### src/rtl/pipeline_ctrl_pkg.sv
// Shared types for the 5-stage pipeline sequencer: FSM state encodings, control bundle, defaults.
package pipeline_ctrl_pkg;

    localparam int unsigned CANT_BITS_CONTADOR_DEF = 32;
    localparam int unsigned CANT_CICLOS_DRAIN_DEF  = 4;

    typedef enum logic [2:0] {
        ST_IDLE  = 3'b000,
        ST_RUN   = 3'b001,
        ST_STEP  = 3'b010,
        ST_DRAIN = 3'b011,
        ST_DONE  = 3'b100
    } estado_t;

    typedef struct packed {
        logic en_pc;
        logic en_if_id;
        logic en_id_ex;
        logic en_ex_mem;
        logic en_mem_wb;
        logic flush_if_id;
        logic flush_id_ex;
    } ctrl_t;

    localparam ctrl_t CTRL_FROZEN = '{default: 1'b0};

    // Every latch advancing, no flush.
    function automatic ctrl_t ctrl_all_enabled();
        ctrl_t c;
        c             = CTRL_FROZEN;
        c.en_pc       = 1'b1;
        c.en_if_id    = 1'b1;
        c.en_id_ex    = 1'b1;
        c.en_ex_mem   = 1'b1;
        c.en_mem_wb   = 1'b1;
        return c;
    endfunction

endpackage

### src/rtl/contador_saturado.sv
// Up-counter with synchronous clear and optional saturation at all-ones (else wraps).
module contador_saturado #(
    parameter int unsigned WIDTH = 32
) (
    input  logic             i_clock,
    input  logic             i_reset,
    input  logic             i_enable,
    input  logic             i_clear,
    input  logic             i_saturate,
    output logic [WIDTH-1:0] o_count
);

    logic [WIDTH-1:0] count_q;
    logic [WIDTH-1:0] count_d;

    always_comb begin
        count_d = count_q;
        if (i_clear) begin
            count_d = '0;
        end else if (i_enable && !(i_saturate && (count_q == {WIDTH{1'b1}}))) begin
            count_d = count_q + WIDTH'(1);
        end
    end

    always_ff @(posedge i_clock) begin
        if (!i_reset) begin
            count_q <= '0;
        end else begin
            count_q <= count_d;
        end
    end

    assign o_count = count_q;

endmodule

### src/rtl/pipeline_control_unit.sv
// Run/step/drain sequencer for the 5-stage MIPS pipeline with cycle and stall counters.
// Optional stall counter enabled by defining PIPELINE_CTRL_STALL_COUNT_EN.
module pipeline_control_unit #(
    parameter int unsigned CANT_BITS_CONTADOR = pipeline_ctrl_pkg::CANT_BITS_CONTADOR_DEF,
    parameter int unsigned CANT_CICLOS_DRAIN  = pipeline_ctrl_pkg::CANT_CICLOS_DRAIN_DEF
) (
    input  logic                          i_clock,
    input  logic                          i_reset,
    input  logic                          i_run,
    input  logic                          i_step,
    input  logic                          i_halt_detected,
    input  logic                          i_bit_burbuja,
    input  logic                          i_branch_taken,
    input  logic                          i_exception,
    output logic                          o_enable_pc,
    output logic                          o_enable_if_id,
    output logic                          o_enable_id_ex,
    output logic                          o_enable_ex_mem,
    output logic                          o_enable_mem_wb,
    output logic                          o_flush_if_id,
    output logic                          o_flush_id_ex,
    output logic                          o_enable_etapa,
    output logic                          o_halted,
    output logic [2:0]                    o_estado,
    output logic [CANT_BITS_CONTADOR-1:0] o_cycle_count,
    output logic [CANT_BITS_CONTADOR-1:0] o_stall_count
);

    import pipeline_ctrl_pkg::*;

    localparam int unsigned DRAIN_W = $clog2(CANT_CICLOS_DRAIN + 1);

    estado_t             state_q;
    estado_t             state_d;
    logic [DRAIN_W-1:0]  drain_q;
    logic [DRAIN_W-1:0]  drain_d;
    ctrl_t               ctrl;
    logic                advancing;

    assign advancing = (state_q == ST_RUN) || (state_q == ST_STEP);

    always_ff @(posedge i_clock) begin
        if (!i_reset) begin
            state_q <= ST_IDLE;
            drain_q <= '0;
        end else begin
            state_q <= state_d;
            drain_q <= drain_d;
        end
    end

    // Next state: HALT in ID takes priority over leaving RUN/STEP.
    always_comb begin
        state_d = state_q;
        drain_d = drain_q;
        case (state_q)
            ST_IDLE: begin
                if (i_run) begin
                    state_d = ST_RUN;
                end else if (i_step) begin
                    state_d = ST_STEP;
                end
            end
            ST_RUN: begin
                if (i_halt_detected) begin
                    state_d = ST_DRAIN;
                    drain_d = DRAIN_W'(CANT_CICLOS_DRAIN);
                end else if (!i_run) begin
                    state_d = ST_IDLE;
                end
            end
            ST_STEP: begin
                if (i_halt_detected) begin
                    state_d = ST_DRAIN;
                    drain_d = DRAIN_W'(CANT_CICLOS_DRAIN);
                end else begin
                    state_d = ST_IDLE;
                end
            end
            ST_DRAIN: begin
                drain_d = drain_q - DRAIN_W'(1);
                if (drain_q == DRAIN_W'(1)) begin
                    state_d = ST_DONE;
                end
            end
            ST_DONE: begin
                state_d = ST_DONE;
            end
            default: begin
                state_d = ST_IDLE;
            end
        endcase
    end

    // Stage enable/flush decode; responds in the same cycle as the hazard inputs.
    always_comb begin
        ctrl = CTRL_FROZEN;
        case (state_q)
            ST_RUN, ST_STEP: begin
                ctrl = ctrl_all_enabled();
                if (i_exception) begin
                    ctrl.flush_if_id = 1'b1;
                    ctrl.flush_id_ex = 1'b1;
                end else if (i_bit_burbuja) begin
                    // Branch ignored under a bubble; it is re-evaluated once the load resolves.
                    ctrl.en_pc       = 1'b0;
                    ctrl.en_if_id    = 1'b0;
                    ctrl.flush_id_ex = 1'b1;
                end else if (i_branch_taken) begin
                    ctrl.flush_if_id = 1'b1;
                end
            end
            ST_DRAIN: begin
                ctrl             = ctrl_all_enabled();
                ctrl.en_pc       = 1'b0;
                ctrl.en_if_id    = 1'b0;
                ctrl.flush_if_id = 1'b1;
            end
            default: begin
                ctrl = CTRL_FROZEN;
            end
        endcase
    end

    assign o_enable_pc     = ctrl.en_pc;
    assign o_enable_if_id  = ctrl.en_if_id;
    assign o_enable_id_ex  = ctrl.en_id_ex;
    assign o_enable_ex_mem = ctrl.en_ex_mem;
    assign o_enable_mem_wb = ctrl.en_mem_wb;
    assign o_flush_if_id   = ctrl.flush_if_id;
    assign o_flush_id_ex   = ctrl.flush_id_ex;
    assign o_enable_etapa  = ctrl.en_pc | ctrl.en_if_id | ctrl.en_id_ex
                           | ctrl.en_ex_mem | ctrl.en_mem_wb;
    assign o_halted        = (state_q == ST_DONE);
    assign o_estado        = state_q;

    contador_saturado #(
        .WIDTH (CANT_BITS_CONTADOR)
    ) u_cycle_cnt (
        .i_clock    (i_clock),
        .i_reset    (i_reset),
        .i_enable   (o_enable_etapa),
        .i_clear    (1'b0),
        .i_saturate (1'b0),
        .o_count    (o_cycle_count)
    );

`ifdef PIPELINE_CTRL_STALL_COUNT_EN
    logic stall_applied;

    // A bubble only counts when the exception path did not override it.
    assign stall_applied = advancing && i_bit_burbuja && !i_exception;

    contador_saturado #(
        .WIDTH (CANT_BITS_CONTADOR)
    ) u_stall_cnt (
        .i_clock    (i_clock),
        .i_reset    (i_reset),
        .i_enable   (stall_applied),
        .i_clear    (1'b0),
        .i_saturate (1'b1),
        .o_count    (o_stall_count)
    );
`else
    assign o_stall_count = '0;
`endif

endmodule

### config.mk
export PLATFORM = sky130hd
export DESIGN_NAME = pipeline_control_unit
export DESIGN_NICKNAME = d
export VERILOG_FILES = /design/src/rtl/pipeline_ctrl_pkg.sv /design/src/rtl/contador_saturado.sv /design/src/rtl/pipeline_control_unit.sv
export SDC_FILE = /design/constraint.sdc
export NUM_CORES = 1
export LEC_CHECK = 0
export ABC_AREA = 1
export BUFFER_PORTS_ARGS = -buffer_cell sky130_fd_sc_hd__buf_4
export CORE_MARGIN = 2
export CORE_UTILIZATION = 34
export DETAILED_ROUTE_END_ITERATION = 8
export GPL_TIMING_DRIVEN = 0
export PLACE_DENSITY = 0.56
export SLEW_MARGIN = 0
export SYNTH_ARGS = -nofsm -noshare
export SYNTH_HDL_FRONTEND = slang
export SYNTH_HIERARCHICAL = 1
export SYNTH_SLANG_ARGS = --single-unit
### constraint.sdc
create_clock -name i_clock -period 2 [get_ports i_clock]
set_clock_uncertainty 0.1 [all_clocks]
set_input_delay 0.2 -clock i_clock [delete_from_list [all_inputs] [get_ports i_clock]]
set_output_delay 0.2 -clock i_clock [all_outputs]
set_load 0.1 [all_outputs]
**Yosys cells after proc, flatten, opt, wreduce, memory -nomap -nowiden**

Cells that the tools add are included.

- Bits of input ports: 8
- Output and inout bits: 76
- Logic and storage cells: 39
- Flip-flop bits (word level): 38

- Mux-type cells: 16
- Bitwise logic cells: 4
- Reductions and logical operators: 5
- Equal/unequal tests: 9
- $add $sub $neg: 2

Operators by type and width:

| cell | count |
|---|---|
| 32-bit by 1-bit adder with 32-bit output (second input constant) | 1 |
| 3-bit two-way mux | 6 |
| 3-bit one-hot mux with 5 select lines | 1 |
| 7-bit one-hot mux with 2 select lines | 1 |
| 2-bit two-way mux | 4 |
| 3-bit by 1-bit equality test with 1-bit output (second input constant) | 2 |
| 3-bit by 2-bit equality test with 1-bit output (second input constant) | 2 |
| 3-bit != test (second input constant) | 2 |
| 3-bit one-hot mux with 2 select lines | 1 |
| 1-bit bitwise OR | 4 |
| 3-bit equality test (second input constant) | 1 |
| 3-bit zero test | 1 |
| 1-bit two-way mux | 3 |
| 3-bit AND reduction | 1 |
| 3-bit by 1-bit subtractor with 3-bit output (second input constant) | 1 |
| 2-bit by 1-bit != test with 1-bit output (second input constant) | 1 |
| 2-bit != test (second input constant) | 1 |
| 2-bit AND reduction | 1 |
| 2-bit nonzero test | 1 |
| 2-bit OR reduction | 1 |

**Logic depth before layout (Yosys ltp)**

Gate-level depths: netlist of run 1.

- Depth in word-level cells: 8
- Gate-level depth with buffers: 11
- Gate-level depth less buffers: 11

**Modules after synthesis**

Netlist of run 1, hierarchy kept.

Modules (own cells, without submodules):

| module | cells an instance | instances | area each (um^2) | sequential area each (um^2) |
|---|---|---|---|---|
| contador_saturado | 318 | 1 | 1,906.8 | 640.6 |
| pipeline_control_unit | 99 | 1 | 661.9 | 120.1 |

**Worst setup path after synthesis of run 1**

Ideal clock, no wire load.

- Kind: reg2out
- Start: reg state_q[1] (netlist: o_estado[1])
- End: out o_flush_if_id
- Setup slack: -2.053 ns
- Cell stages (with the launch flop): 7
- Data required time: 1.700 ns
- Arrival time: 3.753 ns
- Buffers on the path: 0
- Cell sequence: dfxtp_1 nand3_1 nand2_1 inv_1 a21oi_1 o21ai_1 nand2_1

- Word-level cells in the longest chain between the ends: 3
- Elaborated cells on any way between the ends: 5
- Classes of those cells: eq/ne: 3; mux: 1; reduce/logical: 1

Ends and longest elaborated chain:

| item | line | text |
|---|---|---|
| start, declared | pipeline_control_unit.sv:33 | `estado_t state_q;` |
| start signal, assigned | pipeline_control_unit.sv:47 | `state_q <= state_d;` |
| 3-bit by 1-bit equality test with 1-bit output / 3-bit by 2-bit equality test with 1-bit output (equally long branches) | pipeline_control_unit.sv:98 | `case (state_q)` |
| 2-bit OR reduction (no source line) | n/a |  |
| 7-bit one-hot mux with 2 select lines (*) | pipeline_control_unit.sv:98 |  |
| end, declared | pipeline_control_unit.sv:20 | `output logic o_flush_if_id,` |

Mark *: on every way between the ends. The rest lies on a longest branch, timed or not.

**Worst setup path after layout of run 1**

- Start: reg state_q[2] (netlist: o_estado[2])
- End: out o_enable_pc

- Word-level cells in the longest chain between the ends: 3
- Elaborated cells on any way between the ends: 5
- Classes of those cells: eq/ne: 3; mux: 1; reduce/logical: 1

Ends and longest elaborated chain:

| item | line | text |
|---|---|---|
| 3-bit by 1-bit equality test with 1-bit output / 3-bit by 2-bit equality test with 1-bit output (equally long branches) | pipeline_control_unit.sv:98 |  |
| 2-bit OR reduction (no source line) | n/a |  |
| 7-bit one-hot mux with 2 select lines (*) | pipeline_control_unit.sv:98 |  |
| end, declared | pipeline_control_unit.sv:15 | `output logic o_enable_pc,` |

Marks and branches as above.

==> results of run 1 <==
[registers in the layout (all words and copies together) (netlist names)]
register and cells:
drain_q 3, u_cycle_cnt/o_count 32, o_estado 3
[worst max-delay path, cell delays in order, from the launching register on]
cell,delay (ps)
dfxtp_4,380
inv_2,110
nand3_1,80
nand2_1,100
inv_1,90
a21oi_4,140
buf_6,110
buf_4,270
[placed cells by master (no fill, tap or decap)]
master    synthesis  final
nand3_4           1      1
ha_1              3      3
or2_1             1      1
nor3_1            4      2
inv_2             3      6
nand2_4           0      2
dfxtp_2           0     22
xnor2_1           1      1
nor2_2            6     12
buf_12            0      1
a21oi_4           0      1
nand2_2           3      4
buf_4            36     85
inv_1            38     35
clkbuf_1          3      3
or2_2             2      2
nand2_1         100     97
nand3b_1          2      2
buf_6             2      4
dfxtp_4           0      3
nor2_4            2      4
conb_1            1     34
xor2_1            2      2
buf_2             4      3
o21ai_0           2      2
a31oi_1           1      1
o21ai_1           2      2
nand4_1           4      4
nor2_1           91     83
a21oi_2           5      5
nor3_2            0      1
a21oi_1          22     21
nor3_4            0      1
dfxtp_1          38     13
clkbuf_8          0      8
nand3_1          38     38
[final cells by class]
type / instances / area [um^2] / share of cell area, %
Buffer: 45 / 334 / 9.69
Clock buffer: 8 / 110 / 3.20
Inverter: 41 / 154 / 4.47
Multi-Input combinational cell: 326 / 1530 / 44.4
Sequential cell: 38 / 800 / 23.2
Tap cell: 99 / 124 / 3.59
Timing Repair Buffer: 51 / 395 / 11.5
[metrics by stage]
stage	util (%)	instances	setup slack [ps]	cell area, um^2
finish	47.3	608	142	3450
CTS	47.1	608	21.4	3430
floorplan	-	450	-257	2820
detailed placement	45.6	600	183	3320
global placement	45.6	600	196	3320
global route	47.3	608	3.94	3450
[power groups by stage]
stage               sequential (mW)  clock [mW]  combinational (mW)
finish                        0.860       0.615                1.45
global placement              0.877           0                1.42
global route                  0.868       0.679                1.52
floorplan                      1.06           0                1.04
detailed placement            0.878           0                1.43
CTS                           0.861       0.642                1.43
[metal layers]
| metal | global-route usage, % | vias up |
|---|---|---|
| met5 | 0 | - |
| met4 | 4.67 | 0 |
| met3 | 2.59 | 5 |
| met2 | 27.2 | 94 |
| met1 | 20.4 | 1155 |
| li1 | - | 1418 |
[cell families after synthesis]
family | after synthesis | synth area share (%)
adders and majority gates | 3 | 1.46
xor gates and xnor gates | 3 | 1.02
other | 1 | 0.146
buffers and inverters | 86 | 18.6
and+or+nand+nor | 254 | 42.1
DFF | 38 | 29.6
AOI/OAI and AO/OA | 32 | 7.01
[final timing paths]
kind                                from                 endpoint  slack, ps
setup / recovery             o_estado[2]              o_enable_pc        140
hold / removal                   i_reset               drain_q[0]         80
hold reg to reg               drain_q[2]               drain_q[2]        390
setup reg to reg  u_cycle_cnt/o_count[0]  u_cycle_cnt/o_count[30]        170
==> impl_metrics.py, run 1 <==
metrics = {
    "run_status": {
        "outcome": "finished, final reports clean",
    },
    "yosys": {
        "synth_cell_types": 28,
        "synth_cells": 417,
        "synth.area.top_cells": "dfxtp_1 (30%), nand2_1 (15%), nor2_1 (13%)",
        "ys_ff_latch": 38,
        "syn_avg_cell_area_um2": 6.16,
        "synth-main-ff-cell": "dfxtp_1",
        "ys_seq_area_share_pct": 29.6,
        "synth_edf_count": 0,
        "yosysMostFrequentCell": "nand2_1",
        "yosys-top-cells-count": "nand2_1 (100), nor2_1 (91), dfxtp_1 (38), inv_1 (38), nand3_1 (38)",
        "synth_top_area_cell": "dfxtp_1",
        "synth_area_mm2": 0.00257,
        "synth_async_sr_flop_share_pct": 0,
        "synth_top_area_share_pct": 29.6,
        "ys_warn_count": 6,
    },
    "power_and_ir_drop": {
        "p_sw_mw": 1.45,
        "combPwrFrac_pct": 49.5,
        "intPower_mw": 1.48,
        "p_leak_nw": 1.57,
        "max-vdd-ir-drop_v": 0.000464,
        "p_sw_share_pct": 49.5,
        "seqPwrFrac_pct": 29.4,
        "report.power.total_mw": 2.92,
        "powerDensity_mw_per_mm2": 848,
        "clkPwrFrac_pct": 21.1,
    },
    "sta": {
        "hold-worst-slack_ps": 80.8,
        "fmax_ghz": 0.538,
        "finalHoldViolCount": 0,
        "fin_tns_setup_ps": 0,
        "final.min_clock_period_ps": 1860,
        "setup_violations": 0,
        "slew_headroom_pct": 66.3,
        "rsz0062_at_grt": "no",
        "post-route-period-util_pct": 92.9,
        "worst_pin_slew_ps": 505,
        "maxSlewViolCount": 0,
    },
    "place": {
        "gp_congestion": 0.897,
        "dp_hpwl_um": 5170,
        "port_buffers": 51,
    },
    "critical_path": {
        "cp_max_fo": 5,
        "critPathKind": "reg -> out",
        "r2r_cells": 8,
        "required_ps": 1700,
        "critPathLaunchType": "flip-flop",
        "end_kind": "output pin",
        "worst_ep_arrival_time_ps": 1560,
    },
    "layout": {
        "drive_above_1_share_pct": 32.4,
        "syn2layout_area_growth_pct": 34.1,
        "nNetsFinal": 519,
        "antennaDiodeCount": 0,
        "filler_cell_count": 775,
    },
    "clock_tree": {
        "cts_tree": "yes",
        "cts_setup_buffers": 0,
        "clock_sinks": 38,
        "path_clk_slew_ps": 70,
        "cts_root_buf": "clkbuf_8",
        "cts_resized": 0,
        "numCtsBuffers": 5,
        "cts-htree-levels": 2,
        "clock_latency_ps": 290,
        "max-clock-path-buffers": 2,
        "ctsHoldBuffers": 0,
    },
    "global_route": {
        "grt_pass1_vias": 2347,
        "grt_pass1_wl_um": 10900,
        "antenna_found_initial": 0,
        "grt_max_degree": 12,
        "grt.overflow.total": 0,
        "grtUsageTotal_pct": 15.9,
    },
    "routing": {
        "dr.max_layer_used": "met4",
        "drt_iter0_markers": 120,
        "wl_per_cell_um": 10.6,
        "vias": 2672,
        "via_per_inst": 4.39,
        "antenna_left": 0,
        "route.detailed.drc": 0,
        "met3_length_um": 414,
        "met2_length_um": 3090,
        "dr.pass1.iters": 4,
        "wirelength_met1_um": 2850,
        "totalWireLength_um": 6420,
    },
    "flow_run": {
        "drv_cap": 0,
    },
    "die": {
        "io_pins": 84,
        "die_h_um": 90.9,
        "placement_rows": 31,
        "design.die.area_mm2": 0.00827,
        "initial_utilization_pct": 35.2,
        "core_mm2": 0.00729,
        "die_w_um": 90.9,
    },
    "worst_hold_path": {
        "worstHoldPathType": "in -> reg",
        "hold_depth": 3,
    },
}
Note: power is estimated with default switching activity, not from simulation.
==> run 2: changes to the inputs <==
RECOVER_POWER = 50   (was unset)
==> run 2 against run 1 <==
Against the previous run: non-clock buffer count did not move; worst setup slack got worse by 0.52 ps; sequential power barely moved; fmax barely moved; worst hold slack got worse by 0.63 ps; flip-flop and latch count did not move; critical path type unchanged.
==> impl_metrics.py, run 2 (synthesis gave the netlist of run 1 again) <==
metrics = {
    "clock_tree": {
        "numCtsBuffers": 5,
        "max-clock-path-buffers": 2,
        "cts-htree-levels": 2,
        "path_clk_slew_ps": 70,
        "cts_setup_buffers": 0,
        "clock_sinks": 38,
        "clock_latency_ps": 290,
        "cts_tree": "yes",
        "cts_root_buf": "clkbuf_8",
    },
    "die": {
        "die_h_um": 90.9,
        "placement_rows": 31,
        "initial_utilization_pct": 35.2,
        "io_pins": 84,
        "design.die.area_mm2": 0.00827,
        "core_mm2": 0.00729,
        "die_w_um": 90.9,
    },
    "routing": {
        "totalWireLength_um": 6390,
        "vias": 2675,
        "wirelength_met1_um": 2940,
        "dr.pass1.iters": 4,
        "wl_per_cell_um": 10.5,
        "via_per_inst": 4.40,
        "drt_iter0_markers": 141,
        "met3_length_um": 338,
        "met2_length_um": 3030,
        "dr.max_layer_used": "met4",
        "antenna_left": 0,
        "route.detailed.drc": 0,
    },
    "global_route": {
        "grt_pass1_vias": 2347,
        "grt_pass1_wl_um": 10900,
        "grtUsageTotal_pct": 15.9,
        "grt_max_degree": 12,
        "antenna_found_initial": 0,
        "grt.overflow.total": 0,
    },
    "critical_path": {
        "r2r_cells": 10,
        "critPathLaunchType": "flip-flop",
        "critPathKind": "reg -> out",
        "r2r-start": "o_estado[1]",
        "required_ps": 1700,
        "worst_ep_arrival_time_ps": 1560,
        "reg2reg_to": "u_cycle_cnt/o_count[29]",
        "crit_start": "o_estado[2]",
        "regToRegSetupSlack_ps": 180,
        "end_kind": "output pin",
        "cp_max_fo": 5,
    },
    "run_status": {
        "outcome": "finished, final reports clean",
    },
    "power_and_ir_drop": {
        "p_sw_share_pct": 49.8,
        "max-vdd-ir-drop_v": 0.000454,
        "p_sw_mw": 1.45,
        "seqPwrFrac_pct": 29.6,
        "powerDensity_mw_per_mm2": 865,
        "report.power.total_mw": 2.91,
        "combPwrFrac_pct": 49.2,
        "intPower_mw": 1.46,
        "p_leak_nw": 1.54,
        "clkPwrFrac_pct": 21.3,
    },
    "layout": {
        "syn2layout_area_growth_pct": 30.8,
        "nNetsFinal": 519,
        "layout_common_cells": "nand2_1 (97), nor2_1 (83), buf_4 (51), nand3_1 (38), inv_1 (35)",
        "antennaDiodeCount": 0,
        "fin_util_pct": 46.1,
        "fin_cells": 608,
        "drive_above_1_share_pct": 32.4,
        "final_area_mm2": 0.00336,
        "layout_commonest_cell": "nand2_1",
        "largest_reg_flops": 32,
        "filler_cell_count": 794,
    },
    "sta": {
        "rsz0062_at_grt": "no",
        "post-route-period-util_pct": 92.9,
        "fin_tns_setup_ps": 0,
        "fin_ws_ps": 142,
        "final.min_clock_period_ps": 1860,
        "worst_pin_slew_ps": 545,
        "slew_headroom_pct": 63.8,
        "finalHoldViolCount": 0,
        "maxSlewViolCount": 0,
        "fmax_ghz": 0.538,
        "setup_violations": 0,
        "hold-worst-slack_ps": 80.2,
    },
    "place": {
        "dpl.cell_count": 600,
        "port_buffers": 51,
        "dp_slack_ps": 183,
        "dp_hpwl_um": 5170,
        "place_area_mm2": 0.00332,
        "gp_congestion": 0.897,
    },
    "flow_run": {
        "drv_cap": 0,
    },
    "worst_hold_path": {
        "hp-start": "i_reset",
        "worstHoldPathType": "in -> reg",
        "holdPathEnd": "drain_q[0]",
        "hold_depth": 3,
    },
}
-- run 2: final cells by class --
type	count	area (um^2)	area share, %
Sequential cell	38	800	23.8
Clock buffer	8	110	3.28
Buffer	45	334	9.94
Inverter	41	154	4.58
Timing Repair Buffer	51	310	9.23
Multi-Input combinational cell	326	1530	45.5
Tap cell	99	124	3.69
-- run 2: worst max path at each step --
stage | endpoint | cells past startpoint | slack (ps)
floorplan | u_cycle_cnt/o_count[30] | 10 | -260
global placement | u_cycle_cnt/o_count[30] | 8 | 200
detailed placement | u_cycle_cnt/o_count[29] | 10 | 180
CTS | o_flush_if_id | 8 | 20
global route | u_cycle_cnt/o_count[29] | 10 | 5
finish | o_enable_pc | 7 | 140
-- run 2: what timing repair did --
| item | 4_1_cts | 5_1_grt |
|---|---|---|
| resized for setup | 0 | 3 |
| endpoints found under the setup margin | 0 | 1 |
| hold buffers | 0 | 0 |
-- run 2: power by group through the flow --
| stage | clock (mW) | sequential (mW) | combinational [mW] |
|---|---|---|---|
| finish | 0.617 | 0.859 | 1.43 |
| CTS | 0.642 | 0.861 | 1.43 |
| floorplan | 0 | 1.06 | 1.04 |
| global route | 0.679 | 0.867 | 1.50 |
| global placement | 0 | 0.877 | 1.42 |
| detailed placement | 0 | 0.878 | 1.43 |
-- run 2: critical path: stages (launching register included) --
cell	delay, ps
dfxtp_4	380
inv_2	110
nand3_1	80
nand2_1	100
inv_1	90
a21oi_4	140
buf_6	110
buf_4	270
-- run 2: routing by layer --
layer  vias up  global-route usage [%]
li1       1420                       -
met1      1167                    20.4
met4         0                    4.67
met3         8                    2.59
met5         -                       0
met2        80                    27.2
==> run 3: changes to the inputs <==
GPL_TIMING_DRIVEN = unset   (was 0)
==> run 3 against run 2 <==
Against the previous run: design area down 11%; flip-flop and latch count unchanged; global-route usage down 0.58 points; clock-buffer cell count unchanged; critical path type unchanged; fmax down 0.85%.
==> impl_metrics.py, run 3 (synthesis gave the netlist of run 1 again) <==
metrics = {
    "routing": {
        "drt_iter0_markers": 120,
        "vias": 2574,
        "route.detailed.drc": 0,
        "wl_per_cell_um": 11.1,
        "via_per_inst": 4.55,
        "totalWireLength_um": 6260,
        "antenna_left": 0,
        "dr.pass1.iters": 4,
    },
    "power_and_ir_drop": {
        "max-vdd-ir-drop_v": 0.000586,
        "powerDensity_mw_per_mm2": 898,
        "p_leak_nw": 1.31,
    },
    "layout": {
        "layout_commonest_cell": "nand2_1",
        "largest_reg_flops": 32,
        "layout_common_cells": "nand2_1 (97), nor2_1 (84), nand3_1 (38), inv_1 (35)",
        "filler_cell_count": 827,
        "antennaDiodeCount": 0,
        "fin_cells": 566,
        "syn2layout_area_growth_pct": 16.7,
        "nNetsFinal": 477,
        "multi_input_area_mm2": 0.00152,
        "drive_above_1_share_pct": 26.1,
        "seqCellArea_um2": 800,
    },
    "clock_tree": {
        "cts_tree": "yes",
        "max-clock-path-buffers": 2,
        "cts-htree-levels": 2,
        "path_clk_slew_ps": 80,
        "clock_sinks": 38,
        "ctsHoldBuffers": 0,
        "numCtsBuffers": 5,
        "clock_latency_ps": 290,
        "cts_root_buf": "clkbuf_8",
    },
    "critical_path": {
        "r2r-start": "o_estado[1]",
        "end_kind": "output pin",
        "worst_ep_arrival_time_ps": 1570,
        "reg2reg_to": "u_cycle_cnt/o_count[29]",
        "cp_max_fo": 11,
        "regToRegSetupSlack_ps": 170,
        "critPathKind": "reg -> out",
        "critical_path.max_stage_delay_ps": 420,
        "cp_common_cell": "buf_4",
        "critPathLaunchType": "flip-flop",
        "r2r_cells": 9,
        "crit_chain": "nor2_4 -> nor2_1 -> buf_4 -> buf_4",
        "cp_slowest_cell": "dfxtp_4",
        "required_ps": 1700,
    },
    "sta": {
        "fmax_ghz": 0.534,
        "fin_ws_ps": 126,
        "worst_pin_slew_ps": 561,
        "post-route-period-util_pct": 93.7,
        "final.min_clock_period_ps": 1870,
        "slew_headroom_pct": 62.6,
        "maxSlewViolCount": 0,
        "rsz0062_at_grt": "no",
        "finalHoldViolCount": 0,
        "setup_violations": 0,
    },
    "run_status": {
        "outcome": "finished, final reports clean",
    },
    "place": {
        "gp_congestion": 0.819,
        "dp_hpwl_um": 4850,
        "dp_slack_ps": 333,
        "dpl.cell_count": 558,
        "port_buffers": 51,
    },
    "worst_hold_path": {
        "hold_depth": 3,
        "hp-start": "i_reset",
        "holdPathEnd": "drain_q[0]",
        "worstHoldPathType": "in -> reg",
    },
    "global_route": {
        "antenna_found_initial": 0,
        "grt_pass1_vias": 2229,
        "grtUsageTotal_pct": 15.3,
        "grt_max_degree": 51,
        "grt.overflow.total": 0,
        "grt_pass1_wl_um": 10500,
    },
    "die": {
        "placement_rows": 31,
        "io_pins": 84,
        "design.die.area_mm2": 0.00827,
        "die_h_um": 90.9,
        "die_w_um": 90.9,
        "core_mm2": 0.00729,
        "initial_utilization_pct": 35.2,
    },
    "flow_run": {
        "drv_cap": 0,
    },
}
## run 3: cell types whose count changed in the layout (fill, tap and decap cells not counted), moves of 2 or more
| cell | delta |
|---|---|
| buf_2 | -3 |
| buf_4 | -32 |
| buf_6 | -3 |
| clkbuf_8 | -3 |
| nor2_4 | -2 |
## run 3: worst max-delay path by stage
stage                         endpoint  cells after the start                    from
2_1_floorplan  u_cycle_cnt/o_count[30]                     10             o_estado[1]
3_3_place_gp   u_cycle_cnt/o_count[30]                      8  u_cycle_cnt/o_count[0]
3_5_place_dp   u_cycle_cnt/o_count[30]                      8  u_cycle_cnt/o_count[0]
4_1_cts                  o_flush_if_id                      8             o_estado[2]
5_1_grt                  o_flush_if_id                      5             o_estado[1]
6_report               o_enable_ex_mem                      4             o_estado[1]
## run 3: repair_timing
item | CTS | global route
resized for setup | 0 | 1
setup buffers | 0 | 0
setup endpoints to repair | 0 | 1
## run 3: metrics by stage
stage                     power (mW)  instance area, um^2  setup TNS [ps]  utilization (%)  hold WS [ps]
final                           2.69                 3000               0             41.1          77.9
after global routing            2.81                 3000               0             41.1           105
after CTS                       2.74                 3090               0             42.4          74.8
after detailed placement        2.22                 3010               0             41.3           382
after global placement          2.21                 3010               0             41.3           372
after floorplan                 2.10                 2820           -4080                -           238
## run 3: area by class of cell
cell class	count	area share, %
inverters	41	5.13
clock buffers	8	2.67
multi-input cells	326	50.6
well taps	99	4.13
repair buffers	54	10.8
flip-flops and latches	38	26.7
## run 3: worst max-delay path: cells and delay by family (launching register included)
| kind | cells | cell delay, ps |
|---|---|---|
| buffers and inverters | 2 | 550 |
| flip-flops | 1 | 420 |
| AND/OR/NAND/NOR | 2 | 310 |
## run 3: layer usage
metal | share of wire, % | global-route usage (%) | vias to the layer above
met1 | 46 | 19.3 | 1168
met3 | 3.9 | 2.42 | 9
li1 | - | - | 1329
met5 | 0 | 0 | -
met4 | 1.8 | 6.82 | 0
met2 | 48 | 25.6 | 68
## run 3: power breakdown
part	switching, mW	leakage (nW)	internal [mW]
Clock	0.272	0.0395	0.248
Combinational	1.10	0.954	0.214
Sequential	0.0595	0.320	0.800
